===== src/rtl/yutorina_id_stage_pkg.sv =====
// Shared ISA header for the Yutorina decode stage: field positions, widths,
// special opcode values and the raw instruction decoder.
package yutorina_id_stage_pkg;

    localparam int unsigned WORD_W  = 32;
    localparam int unsigned REG_AW  = 5;
    localparam int unsigned OPC_W   = 6;
    localparam int unsigned CLASS_W = 3;
    localparam int unsigned IMM_W   = 16;

    localparam int unsigned OPC_LSB = 26;
    localparam int unsigned RA_LSB  = 21;
    localparam int unsigned RB_LSB  = 16;
    localparam int unsigned RC_LSB  = 11;

    localparam logic [OPC_W-1:0]   ISA_LOAD_OPCODE = 6'h22;
    localparam logic [CLASS_W-1:0] ISA_STORE_CLASS = 3'b111;

    typedef struct packed {
        logic [OPC_W-1:0]  opcode;
        logic [REG_AW-1:0] ra;
        logic [REG_AW-1:0] rb;
        logic [REG_AW-1:0] rc;
        logic [WORD_W-1:0] imm;
    } decoded_t;

    function automatic decoded_t decode(input logic [WORD_W-1:0] insn);
        decoded_t d;
        d.opcode = insn[OPC_LSB +: OPC_W];
        d.ra     = insn[RA_LSB +: REG_AW];
        d.rb     = insn[RB_LSB +: REG_AW];
        d.rc     = insn[RC_LSB +: REG_AW];
        d.imm    = {{(WORD_W-IMM_W){insn[IMM_W-1]}}, insn[IMM_W-1:0]};
        return d;
    endfunction

endpackage


===== src/rtl/yutorina_id_forward.sv =====
// Source-operand bypass mux: EX result beats MEM result beats register file;
// register 0 always reads as zero.
module yutorina_id_forward
    import yutorina_id_stage_pkg::*;
(
    input  logic [REG_AW-1:0] i_src_addr,
    input  logic [WORD_W-1:0] i_gpr_data,
    input  logic [REG_AW-1:0] i_ex_dst_addr,
    input  logic              i_ex_we_n,
    input  logic [WORD_W-1:0] i_ex_result,
    input  logic [REG_AW-1:0] i_mem_dst_addr,
    input  logic              i_mem_we_n,
    input  logic [WORD_W-1:0] i_mem_result,
    output logic [WORD_W-1:0] o_value
);

    logic w_src_zero;
    logic w_ex_hit;
    logic w_mem_hit;

    assign w_src_zero = (i_src_addr == '0);
    assign w_ex_hit   = !i_ex_we_n  && (i_ex_dst_addr  == i_src_addr);
    assign w_mem_hit  = !i_mem_we_n && (i_mem_dst_addr == i_src_addr);

    always_comb begin
        o_value = i_gpr_data;
        if (w_src_zero)     o_value = '0;
        else if (w_ex_hit)  o_value = i_ex_result;
        else if (w_mem_hit) o_value = i_mem_result;
    end

endmodule


===== src/rtl/yutorina_id_stage.sv =====
// Instruction decode stage: field decode, operand bypass, load-use hazard
// detection and the ID/EX pipeline register with stall/flush control.
module yutorina_id_stage
    import yutorina_id_stage_pkg::*;
#(
    parameter logic [OPC_W-1:0]   LOAD_OPCODE = ISA_LOAD_OPCODE,
    parameter logic [CLASS_W-1:0] STORE_CLASS = ISA_STORE_CLASS
) (
    input  logic              clock,
    input  logic              reset,
    input  logic              if_valid,
    input  logic [WORD_W-1:0] if_pc,
    input  logic [WORD_W-1:0] if_insn,
    output logic [REG_AW-1:0] gpr_read_address0,
    output logic [REG_AW-1:0] gpr_read_address1,
    input  logic [WORD_W-1:0] gpr_read_data0,
    input  logic [WORD_W-1:0] gpr_read_data1,
    input  logic [REG_AW-1:0] ex_dst_address,
    input  logic              ex_write_enable_,
    input  logic              ex_is_load,
    input  logic [WORD_W-1:0] ex_result,
    input  logic [REG_AW-1:0] mem_dst_address,
    input  logic              mem_write_enable_,
    input  logic [WORD_W-1:0] mem_result,
    input  logic              stall,
    input  logic              flush,
    output logic              id_stall,
    output logic              id_valid,
    output logic [WORD_W-1:0] id_pc,
    output logic [OPC_W-1:0]  id_opcode,
    output logic [WORD_W-1:0] id_operand_a,
    output logic [WORD_W-1:0] id_operand_b,
    output logic [WORD_W-1:0] id_store_data,
    output logic [REG_AW-1:0] id_dst_address,
    output logic              id_write_enable_,
    output logic              id_is_load
);

    decoded_t          w_dec;
    logic              w_is_imm;
    logic              w_store_class;
    logic              w_rb_used;
    logic [WORD_W-1:0] w_val_a;
    logic [WORD_W-1:0] w_val_b;
    logic [REG_AW-1:0] w_dst;
    logic              w_we_n;
    logic              w_is_load;
    logic              w_ex_load_pending;

    logic              r_valid;
    logic [WORD_W-1:0] r_pc;
    logic [OPC_W-1:0]  r_opcode;
    logic [WORD_W-1:0] r_operand_a;
    logic [WORD_W-1:0] r_operand_b;
    logic [WORD_W-1:0] r_store_data;
    logic [REG_AW-1:0] r_dst;
    logic              r_we_n;
    logic              r_is_load;

    assign w_dec         = decode(if_insn);
    assign w_is_imm      = w_dec.opcode[OPC_W-1];
    assign w_store_class = (w_dec.opcode[OPC_W-1 -: CLASS_W] == STORE_CLASS);
    assign w_rb_used     = !w_is_imm || w_store_class;

    assign gpr_read_address0 = w_dec.ra;
    assign gpr_read_address1 = w_dec.rb;

    yutorina_id_forward u_fwd_a (
        .i_src_addr    (w_dec.ra),
        .i_gpr_data    (gpr_read_data0),
        .i_ex_dst_addr (ex_dst_address),
        .i_ex_we_n     (ex_write_enable_),
        .i_ex_result   (ex_result),
        .i_mem_dst_addr(mem_dst_address),
        .i_mem_we_n    (mem_write_enable_),
        .i_mem_result  (mem_result),
        .o_value       (w_val_a)
    );

    yutorina_id_forward u_fwd_b (
        .i_src_addr    (w_dec.rb),
        .i_gpr_data    (gpr_read_data1),
        .i_ex_dst_addr (ex_dst_address),
        .i_ex_we_n     (ex_write_enable_),
        .i_ex_result   (ex_result),
        .i_mem_dst_addr(mem_dst_address),
        .i_mem_we_n    (mem_write_enable_),
        .i_mem_result  (mem_result),
        .o_value       (w_val_b)
    );

    assign w_dst     = w_is_imm ? w_dec.rb : w_dec.rc;
    assign w_we_n    = !(if_valid && (w_dst != '0) && !w_store_class);
    assign w_is_load = if_valid && (w_dec.opcode == LOAD_OPCODE);

    // A load in EX has no result yet, so any consumer must wait one cycle.
    assign w_ex_load_pending = if_valid && ex_is_load && !ex_write_enable_ && (ex_dst_address != '0);
    assign id_stall = w_ex_load_pending &&
                      ((ex_dst_address == w_dec.ra) || (w_rb_used && (ex_dst_address == w_dec.rb)));

    always_ff @(posedge clock or negedge reset) begin
        if (!reset) begin
            r_valid      <= 1'b0;
            r_pc         <= '0;
            r_opcode     <= '0;
            r_operand_a  <= '0;
            r_operand_b  <= '0;
            r_store_data <= '0;
            r_dst        <= '0;
            r_we_n       <= 1'b1;
            r_is_load    <= 1'b0;
        end else if (flush || (!stall && id_stall)) begin
            r_valid      <= 1'b0;
            r_pc         <= '0;
            r_opcode     <= '0;
            r_operand_a  <= '0;
            r_operand_b  <= '0;
            r_store_data <= '0;
            r_dst        <= '0;
            r_we_n       <= 1'b1;
            r_is_load    <= 1'b0;
        end else if (!stall) begin
            r_valid      <= if_valid;
            r_pc         <= if_pc;
            r_opcode     <= w_dec.opcode;
            r_operand_a  <= w_val_a;
            r_operand_b  <= w_is_imm ? w_dec.imm : w_val_b;
            r_store_data <= w_val_b;
            r_dst        <= w_dst;
            r_we_n       <= w_we_n;
            r_is_load    <= w_is_load;
        end
    end

    assign id_valid         = r_valid;
    assign id_pc            = r_pc;
    assign id_opcode        = r_opcode;
    assign id_operand_a     = r_operand_a;
    assign id_operand_b     = r_operand_b;
    assign id_store_data    = r_store_data;
    assign id_dst_address   = r_dst;
    assign id_write_enable_ = r_we_n;
    assign id_is_load       = r_is_load;

endmodule

===== config.mk =====
export PLATFORM = sky130hd
export DESIGN_NAME = yutorina_id_stage
export DESIGN_NICKNAME = d
export VERILOG_FILES = /design/src/rtl/yutorina_id_stage_pkg.sv /design/src/rtl/yutorina_id_forward.sv /design/src/rtl/yutorina_id_stage.sv
export SDC_FILE = /design/constraint.sdc
export NUM_CORES = 1
export LEC_CHECK = 0
export CAP_MARGIN = 20
export CORE_UTILIZATION = 40
export CTS_BUF_LIST = sky130_fd_sc_hd__clkbuf_8 sky130_fd_sc_hd__clkbuf_16
export CTS_CLUSTER_DIAMETER = 80
export CTS_CLUSTER_SIZE = 20
export DETAILED_ROUTE_END_ITERATION = 10
export GPL_TIMING_DRIVEN = 0
export PLACE_DENSITY_LB_ADDON = 0.1
export SLEW_MARGIN = 10
export SYNTH_ARGS = -nofsm -noshare
export SYNTH_HDL_FRONTEND = slang
export SYNTH_HIERARCHICAL = 1
export SYNTH_SLANG_ARGS = --single-unit

===== constraint.sdc =====
create_clock -name clock -period 3.4 [get_ports clock]
set_input_delay 0.85 -clock clock [delete_from_list [all_inputs] [get_ports clock]]
set_output_delay 0.85 -clock clock [all_outputs]
set_load 0.05 [all_outputs]

# ---- Word level (Yosys, flattened, before mapping)
# Cells that the tools add are included.
# Widths: inputs -> output; s select.
dict set report classes {
  n_eq_ne 7
  n_reduce_logical 26
  mux 26
}
# cell n
set ops {}
lappend ops {{$mux 32} 15}
lappend ops {{$eq 5x5->1} 4}
lappend ops {{$mux 5} 3}
lappend ops {{$logic_and 1x1->1} 13}
lappend ops {{$mux 6} 2}
lappend ops {{$logic_not 5->1} 2}
lappend ops {{$reduce_bool 5->1} 2}
lappend ops {{$eq 6x6->1 const B} 1}
lappend ops {{$logic_not 1->1} 6}
lappend ops {{$mux 1} 6}
lappend ops {{$eq 3x3->1 const B} 1}
lappend ops {{$logic_or 1x1->1} 3}
lappend ops {{$ne 2x1->1 const B} 1}
dict set report totals {
  output_inout_bits 153
  register_bits 142
  input_bits 210
  wordCells 68
}

# ---- Longest topological paths before layout
# Gate-level depths: netlist of run 1.
dict set report depth {
  ltp_word 8
  mapped_depth 9
  ltp_nobuf 7
}

# ---- Modules after synthesis
# The synthesis of run 1 kept the hierarchy.
# module area_per_inst_um2 seq_area_each_um2 cells_each instances
set by_module_without_submodules {}
lappend by_module_without_submodules {yutorina_id_stage 5925.7 3554.7 440 1}
lappend by_module_without_submodules {yutorina_id_forward 1197.4 0.0 181 2}

# ---- Worst setup path before layout of run 1
# Ideal clock, no wire load.
dict set report synth_path {
  path_kind {input -> output}
  from {input port ex_dst_address[2]}
  to {output port id_stall}
  arrival_time_ps 2282
  setup_slack_ps 268
  stages 6
  cell_sequence {xor2_1 -> nor4_1 -> a22oi_1 -> a2111o_1 -> buf_2 -> inv_1}
}
dict set report synth_via {
  elab_chain_cells 4
  word_cells_on_any_way 7
  cone_classes {eq/ne (2); reduce/logical (5)}
}
# item line
set synth_rtl {}
lappend synth_rtl {{from (decl)} yutorina_id_stage.sv:18} ;# input logic [REG_AW-1:0] ex_dst_address,
lappend synth_rtl {{$eq 5x5->1} yutorina_id_stage.sv:99} ;# ((ex_dst_address == w_dec.ra) || (w_rb_used && (ex_dst_address == w_dec.rb)));
lappend synth_rtl {{$logic_and 1x1->1} yutorina_id_stage.sv:99}
lappend synth_rtl {{$logic_or 1x1->1} yutorina_id_stage.sv:99}
lappend synth_rtl {{$logic_and 1x1->1 *} yutorina_id_stage.sv:98} ;# assign id_stall = w_ex_load_pending &&
lappend synth_rtl {{to (decl)} yutorina_id_stage.sv:27} ;# output logic id_stall,
# Mark *: on every way between the ends. The rest lies on a longest branch, timed or not.

# ---- Worst setup path after layout of run 1
dict set report layout_path {
  from {input port if_insn[21]}
  to {output port id_stall}
}
dict set report layout_via {
  elab_chain_cells 3
}
# item line
set layout_rtl {}
lappend layout_rtl {{from (decl)} yutorina_id_stage.sv:13} ;# input logic [WORD_W-1:0] if_insn,
lappend layout_rtl {{$eq 5x5->1} yutorina_id_stage.sv:99}
lappend layout_rtl {{$logic_or 1x1->1} yutorina_id_stage.sv:99}
lappend layout_rtl {{$logic_and 1x1->1} yutorina_id_stage.sv:98}
# No other way between the ends.

==> impl_metrics.tcl, run 1 <==
set metrics [dict create \
    run_status "finished, final reports clean" \
    finalPower_mw 5.30 \
    yosys-top-cells-area "dfrtp_1 (42%), a32o_1 (16%), o21ai_0 (5.0%)" \
    p_per_area_nw_per_um2 411 \
    critPathBufInv 4 \
    power_leakage_nw 4.87 \
    path_delay_family "buffers and inverters" \
    cts_tree "done" \
    setup_violations 0 \
    max_stage_delay_ns 0.42 \
    fp-row-count 52 \
    drt_iter0_drc 655 \
    dieArea_um2 21400 \
    fin_nets 1396 \
    totalWireLength_um 34200 \
    drtPass1Iterations 5 \
    worst_pin_slew_ns 0.831 \
    crit_chain "dlygate4sd2_1 -> xor2_1 -> nor3_1 -> a22oi_1 -> a2111o_1 -> buf_6 -> inv_4 -> buf_8" \
    cts-root-buf "clkbuf_16" \
    initial_core_util 0.410 \
    fmax_mhz 300 \
    setup.worst_path.class "input pin to output pin" \
    synth_fp_nets 1012 \
    cp_max_fo 5 \
    synthDistinctLibCells 40 \
    peakVddDrop_uv 322 \
    yosysSeqAreaShare 0.427 \
    fp.coreArea_um2 20300 \
    nFillCells 1764 \
    drv_slew 0 \
    antenna_found_initial 6 \
    yosys.area.top_type "dfrtp_1" \
    seq_area_um2 3550 \
    path_clk_slew_ns 0.07 \
    cp.arrival_ns 2.48 \
    syn_area_um2 8320 \
    io_pins 363 \
    min_period_ns 3.33 \
    yosysWarnings 6 \
    grt_overflow 0 \
    critPathSlowestCell "a2111o_1" \
    timing.final.crit_share 0.979 \
    grt_pass1_vias 8958 \
    grt_usage 0.317 \
    vias 8962 \
    drc_errors 0 \
    hold_violations 0 \
    avgSynthCellArea_um2 10.4 \
    worstPathRequired_ns 2.55 \
    cp-start-kind "input pin" \
    port_buffers 360 \
    clockBufferDepth 2 \
    drive_above_1_share 0.134 \
    hold_class "input pin to asynchronous set/reset pin" \
    end_kind "output pin" \
    cts_buffers 17 \
    cts_num_sinks 142 \
    htree_levels 4 \
    slew_headroom 0.442 \
    clkLatencyLatePin_ns 0.43 \
    synth-seq-cells 142 \
    vias_per_cell 6.08 \
    tns_ns 0 \
    multiInputGateArea_um2 4080 \
    syn_to_final_growth_pct 55.2 \
    synth_top_area_frac 0.424 \
    grt_max_degree 83 \
    netlist_instances 802 \
    drv_cap 0 \
    die_h_um 146 \
    hpwl_um 26500 \
    detail-route-antenna-nets 0 \
    grt_pass1_wl_um 51600 \
    fin_skew_ns 0 \
    place.gp.congestion 0.970 \
    wl_per_cell_um 23.2 \
    die_w_um 146 \
]
stage by stage:
step | area (um2) | std cells | worst slack [ns] | hold WS [ns] | utilization
final | 12900 | 1475 | 0.0718 | 0.346 | 0.636
after global routing | 12900 | 1475 | -0.0100 | 0.384 | 0.636
after CTS | 12900 | 1466 | 0.00397 | 0.361 | 0.635
after detailed placement | 12300 | 1433 | -1.20 | 0.468 | 0.606
after global placement | 12300 | 1432 | -4.44 | 0.455 | 0.604
after floorplan | 8320 | 802 | 0.268 | 0.554 | -
cell usage after synthesis, drive strengths merged:
master   count
o41ai        3
a211oi      14
dfstp        1
nor4         1
a311oi      50
clkbuf      55
a41oi        1
nor4bb       1
nand3       50
buf         61
or2          4
a2111o       1
a22oi        1
xnor2       18
and4         2
nor3        68
inv         21
nand4b       1
xor2        12
nand4        4
a21oi        2
a32o       137
nor3b       14
or4          4
nor2b        2
nand2b       2
dfrtp      141
a2bb2oi     14
mux2        20
o21ai       83
nor2         7
nand2        7
power by group:
part           switching, mW  internal, mW
clock                  0.895         0.992
combinational          0.922         0.635
sequential            0.0640          1.79
worst paths after layout:
path	from	end	slack (ns)	depth (start not counted)
min in group clock	id_opcode[5]	id_opcode[5]	0.49	2
max in group asynchronous	reset	id_store_data[30]	2.28	2
min	reset	id_operand_b[16]	0.35	1
max reg2reg	id_write_enable_	id_write_enable_	2.59	2
max	if_insn[21]	id_stall	0.07	8
min reg2reg	id_opcode[5]	id_opcode[5]	0.49	2
state kept, by name, indices dropped and copies added, names as in the netlist:
signal and cells:
id_dst_address 5, id_write_enable_ 1, id_pc 32, id_is_load 1
id_store_data 32, id_operand_a 32, id_operand_b 32, id_opcode 6
id_valid 1
placed cells by master, fill, tap and decap left out, types with 4 or more instances in the layout:
master           Yosys  layout
a211oi_1            14      14
a2bb2oi_1           14      14
a311oi_1            26      26
a311oi_2            24      24
a32o_1             137     137
buf_2               34      38
buf_4               15      19
buf_6               10      11
clkbuf_1            53      53
clkbuf_16            0      17
clkdlybuf4s50_1      0     341
dfrtp_1            141     141
diode_2              0       6
dlygate4sd2_1        0       9
inv_1               21      20
inv_6                0       5
inv_8                0       6
mux2_2              20      20
nand2_1              7       7
nand3_1             50      50
nand4_1              4       4
nor2_1               5       5
nor3_1              68      68
nor3b_1             14      14
o21ai_0             83      83
or4_1                4       4
xnor2_1             18      18
xor2_1              10      10
per-layer routing:
layer  up-vias  routed length, um  track usage
li1       3984                  -            -
met1      4438              13800        0.403
met2       458              16000        0.509
met3        82               2920       0.0741
met4         0               1420        0.153
met5         -                  0            0
logic make-up (layout without fill, tap and decap cells):
group | count (synthesis) | in the layout | share of synthesized area
xor+xnor | 30 | 30 | 0.0334
other cells | 0 | 6 | 0
simple gates | 167 | 167 | 0.109
flops | 142 | 142 | 0.427
mux | 20 | 20 | 0.0271
buf+inv | 137 | 534 | 0.0830
compound gates | 306 | 306 | 0.320
repair_timing:
item / CTS / global route
gates resized for setup: 47 / 9
endpoints found under the setup margin: 3 / 1
hold buffers: 0 / 0
gates cloned: 0 / 0
setup buffers: 1 / 3
pin swaps: 2 / 3
final cells by class:
type                    count  share of cell area
multi-input cells         523               0.316
flip-flops and latches    142               0.275
plain buffers             116              0.0479
clock buffers              17              0.0329
repair buffers            365               0.281
well taps                 270              0.0262
inverters                  21             0.00630
diodes                      6             0.00116
clock inverters            15              0.0128
Power figures use the tool's default switching activity.
==> run 2, diff against run 1 <==
CORE_UTILIZATION = 39   (was 40)
clock period = 2.9 ns   (was 3.4 ns; I/O delays follow)
==> impl_metrics.tcl, run 2 (same netlist as run 1, synthesis figures left out) <==
set metrics [dict create \
    run_status "finished, final reports clean" \
    cp.arrival_ns 3.26 \
    fin_nets 1399 \
    cts_buffers 17 \
    vias_per_cell 6.07 \
    dieArea_um2 21900 \
    wl_per_cell_um 23.6 \
    grt_max_degree 97 \
    grt_pass1_wl_um 52000 \
    clockBufferDepth 2 \
    io_pins 363 \
    rsz0062_at_grt "yes" \
    drt_iter0_drc 724 \
    setup_violations 0 \
    power_leakage_nw 4.90 \
    hold_violations 0 \
    initial_core_util 0.397 \
    cts_tree "done" \
    place.gp.congestion 0.971 \
    grt_pass1_vias 8912 \
    totalWireLength_um 34900 \
    clkLatencyLatePin_ns 0.43 \
    fp-row-count 53 \
    r2r_end "id_write_enable_" \
    drtPass1Iterations 5 \
    ff2ff_setup_slack_ns 2.04 \
    switching_share 0.345 \
    fp.coreArea_um2 21000 \
    tns_ns 0 \
    die_h_um 148 \
    drive_above_1_share 0.151 \
    fin_skew_ns 0 \
    nFillCells 1827 \
    rr_worst_depth 2 \
    peakVddDrop_uv 414 \
    grt_overflow 0 \
    port_buffers 360 \
    antenna_found_initial 7 \
    drv_cap 0 \
    htree_levels 4 \
    slew_headroom 0.442 \
    p_int_mw 4.07 \
    hold_class "input pin to asynchronous set/reset pin" \
    fmax_mhz 346 \
    syn_to_final_growth_pct 56.4 \
    vias 8996 \
    timing.final.crit_share 0.995 \
    cts_num_sinks 142 \
    path_clk_slew_ns 0.07 \
    power.share.clock 0.351 \
    final_cells 1482 \
    min_period_ns 2.89 \
    end_kind "register" \
    hpwl_um 26800 \
    post-place-ws_ns -1.53 \
    seqPwrFrac 0.351 \
    r2r-start "id_write_enable_" \
    cts-root-buf "clkbuf_16" \
    final_common_cell "clkdlybuf4s50_1" \
    cp_max_fo 10 \
    worst_pin_slew_ns 0.836 \
    p_sw_mw 2.14 \
    setup_ws_ns 0.0135 \
    setup.worst_path.class "input pin to register" \
    drv_slew 0 \
    finalPower_mw 6.22 \
    p_per_area_nw_per_um2 478 \
    detail-route-antenna-nets 0 \
    worstPathRequired_ns 3.27 \
    die_w_um 148 \
    layout_common_cells "clkdlybuf4s50_1 (341), dfrtp_1 (141), a32o_1 (137), o21ai_0 (83), nor3_1 (67)" \
    dp_cells 1438 \
    cp-start-kind "input pin" \
    p_comb_frac 0.298 \
    drc_errors 0 \
    grt_usage 0.316 \
]
[run 2: changes by cell type in the layout (fill, tap and decap cells not counted), sizes merged]
cell	delta
clkinv	-3
clkdlybuf4s15	-1
bufinv	+1
dlygate4sd2	-6
buf	+10
inv	-2
clkinvlp	+3
[run 2: area by class of cell]
type,instances,area (um2),area share
Antenna cell,6,15.0,0.00115
Multi-Input combinational cell,523,4150,0.319
Sequential cell,142,3550,0.273
Buffer,115,608,0.0467
Clock inverter,14,145,0.0112
Timing Repair Buffer,369,3690,0.283
Inverter,21,83.8,0.00644
Tap cell,275,344,0.0264
Clock buffer,17,425,0.0327
[run 2: how the worst max path moves through the flow]
stage                      start               to  slack, ns  cells after the start
3_3_place_gp               reset  id_operand_a[5]      -4.84                      1
4_1_cts              if_insn[16]         id_stall      -0.08                      8
5_1_grt              if_insn[19]         id_stall     -0.008                      7
2_1_floorplan  ex_dst_address[2]         id_stall       0.02                      6
3_5_place_dp         if_insn[18]         id_stall      -1.53                      8
6_report        ex_write_enable_  id_operand_b[7]       0.01                      8
[run 2: critical path: stages]
cell and delay (ns):
clkdlybuf4s50_1 0.55, nand2b_1 0.28, buf_2 0.27, clkbuf_1 0.41
nor3_1 0.12, a211oi_2 0.49, mux2_2 0.25, a32o_1 0.15
[run 2: per-layer routing]
metal	global-route usage	wire length [um]	vias up
li1	-	-	3991
met1	0.414	14100	4500
met2	0.500	16700	427
met3	0.0696	2760	76
met4	0.143	1250	2
met5	0	13	-
[run 2: power by group through the flow]
stage | clock [mW] | sequential (mW) | combinational, mW
detailed placement | 0 | 2.21 | 1.82
global placement | 0 | 2.21 | 1.81
global route | 2.28 | 2.19 | 1.94
floorplan | 0 | 2.64 | 0.545
CTS | 2.19 | 2.18 | 1.83
finish | 2.18 | 2.18 | 1.85
[run 2: through the flow]
step | hold slack, ns | cell area (um2) | util
3_3_place_gp | 0.456 | 12300 | 0.585
4_1_cts | 0.194 | 12900 | 0.616
5_1_grt | 0.198 | 13000 | 0.621
6_report | 0.183 | 13000 | 0.621
2_1_floorplan | 0.429 | 8320 | -
3_5_place_dp | 0.471 | 12300 | 0.587
[run 2: repair_timing]
item	in CTS	in global routing
pin swaps	4	5
hold buffers	0	0
buffers inserted	2	6
gates resized for setup	87	28
hold endpoints to repair	0	0
endpoints found under the setup margin	55	41
==> run 3, diff against run 2 <==
SETUP_SLACK_MARGIN = 0.5   (was default)
==> impl_metrics.tcl, run 3 (same netlist as run 1, synthesis figures left out) <==
set metrics [dict create \
    run_status "finished, final reports clean" \
    fin_skew_ns 0 \
    grt_pass1_vias 9008 \
    htree_levels 4 \
    wl_per_cell_um 23.9 \
    path_depth 8 \
    io_pins 363 \
    post-place-ws_ns -1.29 \
    drv_cap 0 \
    die_h_um 148 \
    cp-start-kind "input pin" \
    critPathSlowestCell "a2111o_1" \
    fin_nets 1411 \
    fp.coreArea_um2 21000 \
    drv_slew 0 \
    vias 9190 \
    ff2ff_setup_slack_ns 2.07 \
    die_w_um 148 \
    totalWireLength_um 35700 \
    drc_errors 0 \
    r2r-start "id_write_enable_" \
    syn_to_final_growth_pct 65.8 \
    cts_buffers 17 \
    setup_ws_ns 0.0214 \
    p_per_area_nw_per_um2 462 \
    grt_overflow 0 \
    switching_share 0.349 \
    hpwl_um 26700 \
    drive_above_1_share 0.225 \
    cp_max_fo 3 \
    critPathBufInv 4 \
    hold_class "input pin to asynchronous set/reset pin" \
    worst_pin_slew_ns 0.741 \
    p_int_mw 4.14 \
    path_clk_slew_ns 0.06 \
    hold_violations 0 \
    finalPower_mw 6.37 \
    clkLatencyLatePin_ns 0.43 \
    cp.arrival_ns 2.15 \
    dieArea_um2 21900 \
    drt_iter0_drc 628 \
    setup_violations 0 \
    place.gp.congestion 0.955 \
    cts_tree "done" \
    cts_num_sinks 142 \
    p_comb_frac 0.308 \
    fmax_mhz 347 \
    vias_per_cell 6.15 \
    path_delay_family "compound AO/OA/AOI/OAI gates" \
    r2r_end "id_write_enable_" \
    clockBufferDepth 2 \
    cts-root-buf "clkbuf_16" \
    grt_usage 0.318 \
    antenna_found_initial 5 \
    end_kind "output pin" \
    grt_max_degree 86 \
    min_period_ns 2.88 \
    detail-route-antenna-nets 0 \
    setup.worst_path.class "input pin to output pin" \
    final_common_cell "clkdlybuf4s50_1" \
    rr_worst_depth 2 \
    finalCoreUtilization 0.658 \
    slew_headroom 0.506 \
    crit_chain "buf_12 -> xor2_1 -> nor4_1 -> a22oi_1 -> a2111o_1 -> buf_6 -> clkinvlp_4 -> buf_8" \
    grt_pass1_wl_um 52400 \
    worstPathRequired_ns 2.17 \
    layout_common_cells "clkdlybuf4s50_1 (320), dfrtp_1 (141), a32o_1 (137), o21ai_0 (56), nand3_1 (50)" \
    rsz0062_at_grt "yes" \
    power.share.clock 0.350 \
    fp-row-count 53 \
    power_leakage_nw 5.29 \
    peakVddDrop_uv 387 \
    port_buffers 360 \
    p_sw_mw 2.22 \
    max_stage_delay_ns 0.38 \
    initial_core_util 0.397 \
    seqPwrFrac 0.342 \
    tns_ns 0 \
    drtPass1Iterations 8 \
    timing.final.crit_share 0.993 \
]
==> run 3: cell types whose count changed in the layout (fill, tap and decap cells not counted), sizes merged <==
cell	previous run	this run
clkdlybuf4s50	341	320
buf	83	98
dlygate4sd2	3	17
dlymetal6s2s	0	4
clkinv	1	4
clkbuf	73	72
clkdlybuf4s15	1	2
clkinvlp	3	2
diode	6	5
inv	30	29
==> run 3: layer usage <==
layer | share of wire | GRT usage
met3 | 0.082 | 0.0632
met2 | 0.47 | 0.507
met4 | 0.041 | 0.152
met1 | 0.40 | 0.413
met5 | 0 | 0
==> run 3: per-stage QoR <==
| stage | std cells | hold WS, ns | instance area, um2 |
|---|---|---|---|
| 4_1_cts | 1482 | 0.227 | 13300 |
| 3_5_place_dp | 1438 | 0.470 | 12300 |
| 2_1_floorplan | 802 | 0.429 | 8330 |
| 6_report | 1494 | 0.212 | 13800 |
| 3_3_place_gp | 1437 | 0.455 | 12300 |
| 5_1_grt | 1493 | 0.239 | 13800 |
==> run 3: repair_timing <==
item,in CTS,in global routing
endpoints found under the setup margin,155,64
buffers inserted,12,7
hold buffers,0,0
gates resized for setup,184,118
pin swaps,12,15
==> run 3: area by class of cell <==
| type | instances | area, um2 |
|---|---|---|
| diodes | 5 | 12.5 |
| well taps | 275 | 344 |
| inverters | 21 | 82.6 |
| fillers | 1741 | 7160 |
| multi-input cells | 523 | 4740 |
| flip-flops and latches | 142 | 3550 |
| clock inverters | 15 | 168 |
| clock buffers | 17 | 425 |
| repair buffers | 380 | 3750 |
| plain buffers | 116 | 718 |
==> run 3: worst max-delay path by stage <==
| stage | from | end | slack [ns] |
|---|---|---|---|
| after floorplan | ex_dst_address[2] | id_stall | 0.24 |
| after global routing | ex_dst_address[3] | id_stall | 0.02 |
| after CTS | if_insn[19] | id_stall | -0.05 |
| final | if_insn[19] | id_stall | 0.02 |
| after global placement | reset | id_pc[23] | -4.91 |
| after detailed placement | if_insn[18] | id_stall | -1.29 |
==> run 3: power by group through the flow <==
stage / sequential (mW) / combinational (mW) / clock [mW]
detailed placement: 2.21 / 1.82 / 0
floorplan: 2.64 / 0.545 / 0
finish: 2.18 / 1.96 / 2.23
global placement: 2.21 / 1.81 / 0
global route: 2.19 / 2.04 / 2.33
CTS: 2.18 / 1.87 / 2.25
